`config.mk`:
```
export PLATFORM = sky130hd
export DESIGN_NAME = top_k_ctrl_flat
export DESIGN_NICKNAME = d
export VERILOG_FILES = /design/src/rtl/top_k_pkg.sv /design/src/rtl/top_k_if.sv /design/src/rtl/top_k_result_ser.sv /design/src/rtl/top_k_ctrl.sv /design/src/flat_wrapper.sv
export SDC_FILE = /design/constraint.sdc
export NUM_CORES = 1
export LEC_CHECK = 0
export BUFFER_PORTS_ARGS = -buffer_cell sky130_fd_sc_hd__clkbuf_2
export CAP_MARGIN = 15
export CORE_MARGIN = 1.5
export CORE_UTILIZATION = 48
export DETAILED_ROUTE_END_ITERATION = 7
export PLACE_DENSITY = 0.74
export SETUP_SLACK_MARGIN = 0.1
export SYNTH_ARGS = -nofsm -noshare
export SYNTH_HDL_FRONTEND = slang
export SYNTH_SLANG_ARGS = --single-unit
```
`constraint.sdc`:
```
create_clock -name clk -period 2.5 [get_ports clk]
set_clock_uncertainty 0.15 [all_clocks]
set_input_delay 0.25 -clock clk [delete_from_list [all_inputs] [get_ports clk]]
set_output_delay 0.25 -clock clk [all_outputs]
set_load 0.01 [all_outputs]
```
`src/rtl/top_k_pkg.sv`:
```
// Shared types and constants for the top-K sorter controller.
//   state_e     : controller FSM states
//   CHAIN_W     : chain word width for the default data width (MSB = clear flag)
//   CLEAR_TOKEN : chain word that resets every cell it passes through
//   idx_w()     : index/counter width for a K-entry structure
package top_k_pkg;

    localparam int unsigned DEF_INTEGER_SIZE = 32;
    localparam int unsigned DEF_K            = 8;
    localparam int unsigned DEF_CNT_W        = 32;

    localparam int unsigned CHAIN_W = DEF_INTEGER_SIZE + 1;
    localparam logic [CHAIN_W-1:0] CLEAR_TOKEN = {1'b1, {DEF_INTEGER_SIZE{1'b0}}};

    typedef enum logic [2:0] {
        IDLE,
        CLEAR,
        STREAM,
        DRAIN,
        OUTPUT
    } state_e;

    // Width able to index 0..n-1, never below one bit.
    function automatic int unsigned idx_w(input int unsigned n);
        return (n > 1) ? $clog2(n) : 1;
    endfunction

endpackage

```
`src/rtl/top_k_if.sv`:
```
// AXI-Stream style handshake bundle.
//   master : drives TDATA/TUSER/TVALID/TLAST, samples TREADY
//   slave  : samples TDATA/TVALID/TLAST, drives TREADY (no TUSER on input side)
interface top_k_if
    import top_k_pkg::*;
#(
    parameter int unsigned W = DEF_INTEGER_SIZE
);
    logic [W-1:0] TDATA;
    logic         TUSER;
    logic         TVALID;
    logic         TLAST;
    logic         TREADY;

    modport master (output TDATA, output TUSER, output TVALID, output TLAST, input TREADY);
    modport slave  (input TDATA, input TVALID, input TLAST, output TREADY);
endinterface

```
`src/rtl/top_k_result_ser.sv`:
```
// Snapshot of the K cell registers and their serialisation onto AXI-Stream.
//   clk, rst_n : clock, synchronous active-low reset
//   snap_en    : capture res_data/res_valid and start emitting slot 0
//   res_data   : cell i value at [i*INTEGER_SIZE +: INTEGER_SIZE]
//   res_valid  : cell i holds a value
//   m_axis     : result stream (TUSER = slot valid, TLAST on slot K-1)
//   done_c     : handshake of slot K-1 this cycle
module top_k_result_ser
    import top_k_pkg::*;
#(
    parameter int unsigned INTEGER_SIZE = DEF_INTEGER_SIZE,
    parameter int unsigned K            = DEF_K
) (
    input  logic                      clk,
    input  logic                      rst_n,
    input  logic                      snap_en,
    input  logic [K*INTEGER_SIZE-1:0] res_data,
    input  logic [K-1:0]              res_valid,
    top_k_if.master                   m_axis,
    output logic                      done_c
);

    localparam int unsigned IDX_W = idx_w(K);
    localparam logic [IDX_W-1:0] IDX_LAST = IDX_W'(K - 1);

    logic [K-1:0][INTEGER_SIZE-1:0] snap_data_q, snap_data_d;
    logic [K-1:0]                   snap_valid_q, snap_valid_d;
    logic [IDX_W-1:0]               idx_q, idx_d;
    logic                           active_q, active_d;
    logic                           hs_c;
    logic                           last_c;

    // State registers
    always_ff @(posedge clk) begin
        if (!rst_n) begin
            snap_data_q  <= '0;
            snap_valid_q <= '0;
            idx_q        <= '0;
            active_q     <= 1'b0;
        end else begin
            snap_data_q  <= snap_data_d;
            snap_valid_q <= snap_valid_d;
            idx_q        <= idx_d;
            active_q     <= active_d;
        end
    end

    // Capture and index advance; index only moves on a handshake
    always_comb begin
        snap_data_d  = snap_data_q;
        snap_valid_d = snap_valid_q;
        idx_d        = idx_q;
        active_d     = active_q;
        hs_c         = active_q & m_axis.TREADY;
        last_c       = (idx_q == IDX_LAST);

        if (snap_en) begin
            snap_data_d  = res_data;
            snap_valid_d = res_valid;
            idx_d        = '0;
            active_d     = 1'b1;
        end else if (hs_c) begin
            if (last_c) begin
                idx_d    = '0;
                active_d = 1'b0;
            end else begin
                idx_d = idx_q + IDX_W'(1);
            end
        end
    end

    // Stream outputs, all derived from registers; invalid slots read as zero
    always_comb begin
        m_axis.TVALID = active_q;
        m_axis.TUSER  = active_q & snap_valid_q[idx_q];
        m_axis.TDATA  = m_axis.TUSER ? snap_data_q[idx_q] : '0;
        m_axis.TLAST  = active_q & last_c;
        done_c        = hs_c & last_c;
    end

endmodule

```
`src/rtl/top_k_ctrl.sv`:
```
// Sequencer for a chain of K top_k_unit insertion cells.
//   clk, rst_n    : clock, synchronous active-low reset
//   s_axis        : batch input (TLAST closes a batch)
//   chain_*       : word stream into cell 0; chain_advance drives every cell's tx ready
//   res_data/valid: register contents of all K cells
//   m_axis        : K result slots, largest first
//   busy          : controller not idle
//   batch_len     : element count of the last completed batch (saturating)
module top_k_ctrl
    import top_k_pkg::*;
#(
    parameter int unsigned INTEGER_SIZE = DEF_INTEGER_SIZE,
    parameter int unsigned K            = DEF_K,
    parameter int unsigned CNT_W        = DEF_CNT_W
) (
    input  logic                      clk,
    input  logic                      rst_n,
    top_k_if.slave                    s_axis,
    output logic [INTEGER_SIZE:0]     chain_TDATA,
    output logic                      chain_TVALID,
    output logic                      chain_TLAST,
    output logic                      chain_advance,
    input  logic [K*INTEGER_SIZE-1:0] res_data,
    input  logic [K-1:0]              res_valid,
    top_k_if.master                   m_axis,
    output logic                      busy,
    output logic [CNT_W-1:0]          batch_len
);

    localparam int unsigned CW    = INTEGER_SIZE + 1;
    localparam int unsigned DRN_W = idx_w(K);
    localparam logic [CW-1:0]    CLEAR_WORD = {1'b1, {INTEGER_SIZE{1'b0}}};
    localparam logic [DRN_W-1:0] DRAIN_LAST = DRN_W'(K - 1);

    state_e             state_q, state_d;
    logic [CNT_W-1:0]   cnt_q, cnt_d;
    logic [CNT_W-1:0]   cnt_inc;
    logic [CNT_W-1:0]   batch_len_q, batch_len_d;
    logic [DRN_W-1:0]   drain_q, drain_d;
    logic               snap_c;
    logic               done_c;

    // State registers
    always_ff @(posedge clk) begin
        if (!rst_n) begin
            state_q     <= IDLE;
            cnt_q       <= '0;
            batch_len_q <= '0;
            drain_q     <= '0;
        end else begin
            state_q     <= state_d;
            cnt_q       <= cnt_d;
            batch_len_q <= batch_len_d;
            drain_q     <= drain_d;
        end
    end

    assign cnt_inc   = (&cnt_q) ? cnt_q : cnt_q + CNT_W'(1);
    assign busy      = (state_q != IDLE);
    assign batch_len = batch_len_q;

    // Next state and chain/input control
    always_comb begin
        state_d        = state_q;
        cnt_d          = cnt_q;
        batch_len_d    = batch_len_q;
        drain_d        = drain_q;
        snap_c         = 1'b0;
        s_axis.TREADY  = 1'b0;
        chain_TDATA    = '0;
        chain_TVALID   = 1'b0;
        chain_TLAST    = 1'b0;
        chain_advance  = 1'b0;

        unique case (state_q)
            IDLE: begin
                if (s_axis.TVALID) state_d = CLEAR;
            end
            CLEAR: begin
                chain_TDATA   = CLEAR_WORD;
                chain_TVALID  = 1'b1;
                chain_TLAST   = 1'b1;
                chain_advance = 1'b1;
                cnt_d         = '0;
                drain_d       = '0;
                state_d       = STREAM;
            end
            STREAM: begin
                // Chain never stalls: an idle input simply becomes a bubble
                chain_advance = 1'b1;
                s_axis.TREADY = 1'b1;
                chain_TDATA   = {1'b0, s_axis.TDATA};
                chain_TVALID  = s_axis.TVALID;
                chain_TLAST   = s_axis.TLAST;
                if (s_axis.TVALID) begin
                    cnt_d = cnt_inc;
                    if (s_axis.TLAST) begin
                        batch_len_d = cnt_inc;
                        state_d     = DRAIN;
                    end
                end
            end
            DRAIN: begin
                // K-1 edges for the last element to reach the tail, plus one margin
                chain_advance = 1'b1;
                if (drain_q == DRAIN_LAST) begin
                    snap_c  = 1'b1;
                    state_d = OUTPUT;
                end else begin
                    drain_d = drain_q + DRN_W'(1);
                end
            end
            OUTPUT: begin
                if (done_c) state_d = IDLE;
            end
            default: state_d = IDLE;
        endcase
    end

    top_k_result_ser #(
        .INTEGER_SIZE (INTEGER_SIZE),
        .K            (K)
    ) u_ser (
        .clk       (clk),
        .rst_n     (rst_n),
        .snap_en   (snap_c),
        .res_data  (res_data),
        .res_valid (res_valid),
        .m_axis    (m_axis),
        .done_c    (done_c)
    );

endmodule

```
`src/flat_wrapper.sv`:
```
// flat-port wrapper written by rule: the top's interface ports become plain ports
module top_k_ctrl_flat import top_k_pkg::*;
#(
    parameter int unsigned INTEGER_SIZE = DEF_INTEGER_SIZE,
    parameter int unsigned K            = DEF_K,
    parameter int unsigned CNT_W        = DEF_CNT_W
)
  (clk, rst_n, chain_TDATA, chain_TVALID, chain_TLAST, chain_advance, res_data, res_valid, busy, batch_len, s_axis_TDATA, s_axis_TVALID, s_axis_TLAST, s_axis_TREADY, m_axis_TDATA, m_axis_TUSER, m_axis_TVALID, m_axis_TLAST, m_axis_TREADY);
  top_k_if #(.W((32))) s_axis_i ();
  top_k_if #(.W((32))) m_axis_i ();
  input  logic clk;
  input  logic rst_n;
  output logic [INTEGER_SIZE:0] chain_TDATA;
  output logic chain_TVALID;
  output logic chain_TLAST;
  output logic chain_advance;
  input  logic [K*INTEGER_SIZE-1:0] res_data;
  input  logic [K-1:0] res_valid;
  output logic busy;
  output logic [CNT_W-1:0] batch_len;
  input wire logic [$bits(s_axis_i.TDATA)-1:0] s_axis_TDATA;
  input wire logic [$bits(s_axis_i.TVALID)-1:0] s_axis_TVALID;
  input wire logic [$bits(s_axis_i.TLAST)-1:0] s_axis_TLAST;
  output wire logic [$bits(s_axis_i.TREADY)-1:0] s_axis_TREADY;
  output wire logic [$bits(m_axis_i.TDATA)-1:0] m_axis_TDATA;
  output wire logic [$bits(m_axis_i.TUSER)-1:0] m_axis_TUSER;
  output wire logic [$bits(m_axis_i.TVALID)-1:0] m_axis_TVALID;
  output wire logic [$bits(m_axis_i.TLAST)-1:0] m_axis_TLAST;
  input wire logic [$bits(m_axis_i.TREADY)-1:0] m_axis_TREADY;
  assign s_axis_i.TDATA = s_axis_TDATA;
  assign s_axis_i.TVALID = s_axis_TVALID;
  assign s_axis_i.TLAST = s_axis_TLAST;
  assign s_axis_TREADY = s_axis_i.TREADY;
  assign m_axis_TDATA = m_axis_i.TDATA;
  assign m_axis_TUSER = m_axis_i.TUSER;
  assign m_axis_TVALID = m_axis_i.TVALID;
  assign m_axis_TLAST = m_axis_i.TLAST;
  assign m_axis_i.TREADY = m_axis_TREADY;
  top_k_ctrl #(.INTEGER_SIZE(INTEGER_SIZE), .K(K), .CNT_W(CNT_W)) u_core (.clk(clk), .rst_n(rst_n), .s_axis(s_axis_i), .chain_TDATA(chain_TDATA), .chain_TVALID(chain_TVALID), .chain_TLAST(chain_TLAST), .chain_advance(chain_advance), .res_data(res_data), .res_valid(res_valid), .m_axis(m_axis_i), .busy(busy), .batch_len(batch_len));
endmodule
```
==> metrics.txt <==
number of storage elements in the synthesis netlist=338; CTS tree=done; layout filler cell count=2016; DPL Wire Length=32900 µm; Area Overhead vs Synth=50.8%; final critical-path required period=2730 ps; fraction of synthesized cell area taken by the top area cell type=0.455; max-slew violations=0; setup ws final=-229 ps; # port buffers=405; type of element capturing the critical path=output pin; DIE WIDTH=179 µm; Layout Utilization=0.734; cell types with the largest area share after synthesis=sky130_fd_sc_hd__dfxtp_1, sky130_fd_sc_hd__nand2_1, sky130_fd_sc_hd__a21oi_1, sky130_fd_sc_hd__mux4_2, sky130_fd_sc_hd__clkbuf_1; Pre-antenna DRT Iters=8; number of enable-type register cells in the synthesized netlist=0; highest net fanout along the worst path=15; mapped cell area=14900 µm²; startpoint class of the critical path=flop; final RePlAce weighted congestion=0.919; power per cell area=539 nW/µm²; floorplan core area=30500 µm²; Cells after Synth=1790; global-route wire length before repair=85400 µm; number of maximum-capacitance violations=0; worst max-slew margin expressed relative to the limit=0.536; net switching power figure=2.75 mW; slew of the pin with the lowest slew margin=696 ps; Num Clock Sinks=338; DRC violations left=0; detailed-route wire length=60400 µm; Finish-stage setup viols=33; Die Outline Area=32000 µm²; library cell with the largest summed area after synthesis=sky130_fd_sc_hd__dfxtp_1; insertion delay of the later-clocked pin in the worst-skew pair=520 ps; Buffers & Inverters on Critical Path=3; largest incremental delay on the critical path=550 ps; arrival time at the worst endpoint=2330 ps; fraction of power spent switching nets=0.227; worst setup path category=reg -> out; cells along the critical path=buf_8 > buf_16 > mux4_2 > mux2i_1 > nor2_4 > buf_6; Worst Setup Slack post-DPL=139 ps; initial antenna violation count=10; internal power=9.33 mW; number of vias per cell=5.81; CP max-delay cell=sky130_fd_sc_hd__mux4_2; register area share after synthesis=0.455; Longest Clk Path Bufs=3; violated checks=setup timing; Avg Synthesized Cell Area=8.30 µm²; VDD IR-drop max=0.000414 V; worst min-delay path class=in -> reg; dominant register cell in the synthesized netlist=sky130_fd_sc_hd__dfxtp_1; overall overflow remaining after global route=0; buffer cell driving the clock tree root=sky130_fd_sc_hd__clkbuf_16; most common library cells after synthesis=sky130_fd_sc_hd__nand2_1, sky130_fd_sc_hd__dfxtp_1, sky130_fd_sc_hd__a21oi_1, sky130_fd_sc_hd__clkbuf_1; sequential cell fraction of total power=0.448; top-level port count=406; clock network fraction of design power=0.472; Post-Syn Nets=2096; clock-pin slew on the worst setup and hold paths=60 ps; largest net degree at the start of global routing=145; clock buffers created by TritonCTS=36; count of distinct cell types in the synthesized netlist=56; RSZ-0062 raised after global routing=yes; top sig layer=met5; total routed wire length on the met1 layer=21100 µm; Chip Height=179 µm; via count=16.7k; standard-cell row count=64; FFs w/ async S/R, synth=0; number of failing hold endpoints at the final stage=0; most frequent cell after synthesis=sky130_fd_sc_hd__nand2_1; maximum clock frequency=0.366 GHz; combined global-route utilization of all metal layers=0.346; DRT antenna net count=0; Req. time, crit path=2100 ps; portion of the clock cycle consumed by the worst path in the final layout=1.09; initial core utilization=0.487; met2 routed wirelength=28600 µm; run status=complete, but fails checks; final worst hold slack=53.8 ps; cell class contributing the biggest share of worst-path delay=multiplexers; Yosys Warn Count=0; depth of the CTS H-tree=2; number of DRC violations after detailed-routing iteration 0=1662; Design Power=12.1 mW; total number of nets in the final design=2751; per-cell routed wire length=21.0 µm; share of layout cells above drive strength 1=0.282; Pleak=8.42 nW; relative contribution of combinational cells to total power=0.079; detailed route wirelength on metal3=6080 µm; vias in the first global route=16.3k
-- power by group through the flow --
stage | Combinational, mW | Clock (mW) | Sequential (mW)
floorplan | 0.189 | 0 | 5.53
global placement | 0.567 | 0 | 5.53
detailed placement | 0.566 | 0 | 5.53
CTS | 0.908 | 5.72 | 5.41
global route | 1.01 | 5.93 | 5.41
finish | 0.956 | 5.70 | 5.41
-- tightest hold or removal path, cell delays in order --
cell,delay (ps)
sky130_fd_sc_hd__clkbuf_2,220
sky130_fd_sc_hd__nand2b_1,150
sky130_fd_sc_hd__nor2_1,50
-- per-stage QoR --
| step | instances | instance area [µm²] | setup TNS, ps |
|---|---|---|---|
| after floorplan | 1790 | 14900 | 0 |
| after global placement | 2517 | 17600 | 0 |
| after detailed placement | 2517 | 17600 | 0 |
| after CTS | 2860 | 21900 | -5000 |
| after global routing | 2877 | 22400 | -7850 |
| final | 2879 | 22400 | -5400 |
-- final timing paths --
| check | start | end | slack, ps | cells after the start |
|---|---|---|---|---|
| worst max-delay path | u_core.u_ser.idx_q[0]$_SDFFE_PP0N_ | m_axis_TDATA[2] | -230 | 6 |
| worst max register to register | u_core.cnt_q[1]$_SDFFE_PN0P_ | u_core.batch_len[18]$_SDFFE_PN0P_ | 230 | 9 |
| worst min-delay path | rst_n | u_core.state_q[0]$_SDFFE_PN0P_ | 50 | 3 |
| worst min register to register | u_core.u_ser.snap_data_q[210]$_SDFFE_PN0P_ | u_core.u_ser.snap_data_q[210]$_SDFFE_PN0P_ | 300 | 2 |
-- what timing repair did --
| item | in CTS | in global routing |
|---|---|---|
| setup endpoints to repair | 36 | 60 |
| hold buffers | 265 | 0 |
| cloned | 5 | 2 |
| hold endpoints to repair | 266 | 0 |
| setup buffers | 8 | 6 |
| resized for setup | 39 | 105 |
| pin swaps | 2 | 13 |
-- layout by cell type, fill, tap and decap left out, types with 19 or more instances in the layout --
cell type / Yosys / routed
sky130_fd_sc_hd__buf_12: 0 / 20
sky130_fd_sc_hd__nor2_1: 66 / 44
sky130_fd_sc_hd__clkbuf_16: 0 / 39
sky130_fd_sc_hd__and2_1: 35 / 35
sky130_fd_sc_hd__dlygate4sd3_1: 0 / 265
sky130_fd_sc_hd__nand2_1: 569 / 568
sky130_fd_sc_hd__o21ai_0: 47 / 47
sky130_fd_sc_hd__dfxtp_1: 338 / 333
sky130_fd_sc_hd__mux4_2: 66 / 66
sky130_fd_sc_hd__a21oi_1: 322 / 319
sky130_fd_sc_hd__clkbuf_2: 0 / 385
sky130_fd_sc_hd__buf_4: 1 / 58
sky130_fd_sc_hd__buf_6: 1 / 19
sky130_fd_sc_hd__nand3_1: 20 / 19
-- registers in the layout, summed over array words and instances (netlist names) --
register,cells
u_core.u_ser.idx_q,3
u_core.u_ser.m_axis.TVALID,1
u_core.u_ser.snap_data_q,256
u_core.drain_q,3
u_core.state_q,3
u_core.batch_len,32
u_core.u_ser.snap_valid_q,8
u_core.cnt_q,32
-- cell type report --
type | count | area (µm²) | share of cell area
antenna | 11 | 27.5 | 0.00123
multi-input combinational | 1299 | 7880 | 0.352
clock buffer | 51 | 1060 | 0.0472
tap | 396 | 495 | 0.0221
sequential | 338 | 6780 | 0.303
clock inverter | 14 | 206 | 0.00921
inverter | 9 | 43.8 | 0.00195
timing repair buffer | 761 | 5920 | 0.264
-- cells by family after synthesis --
kind of cell	Yosys count	synth area share
compound gates	416	0.149
xor+xnor	24	0.0141
fa+ha+maj	5	0.00421
buf+inv	153	0.0401
flops	338	0.455
mux	100	0.123
simple gates	754	0.214
-- routing by layer --
layer	GRT usage	vias up
met5	0	-
met4	0.234	4
met3	0.0931	358
met2	0.578	1176
met1	0.386	7787
li1	-	7415
Power figures use the tool's default switching activity.
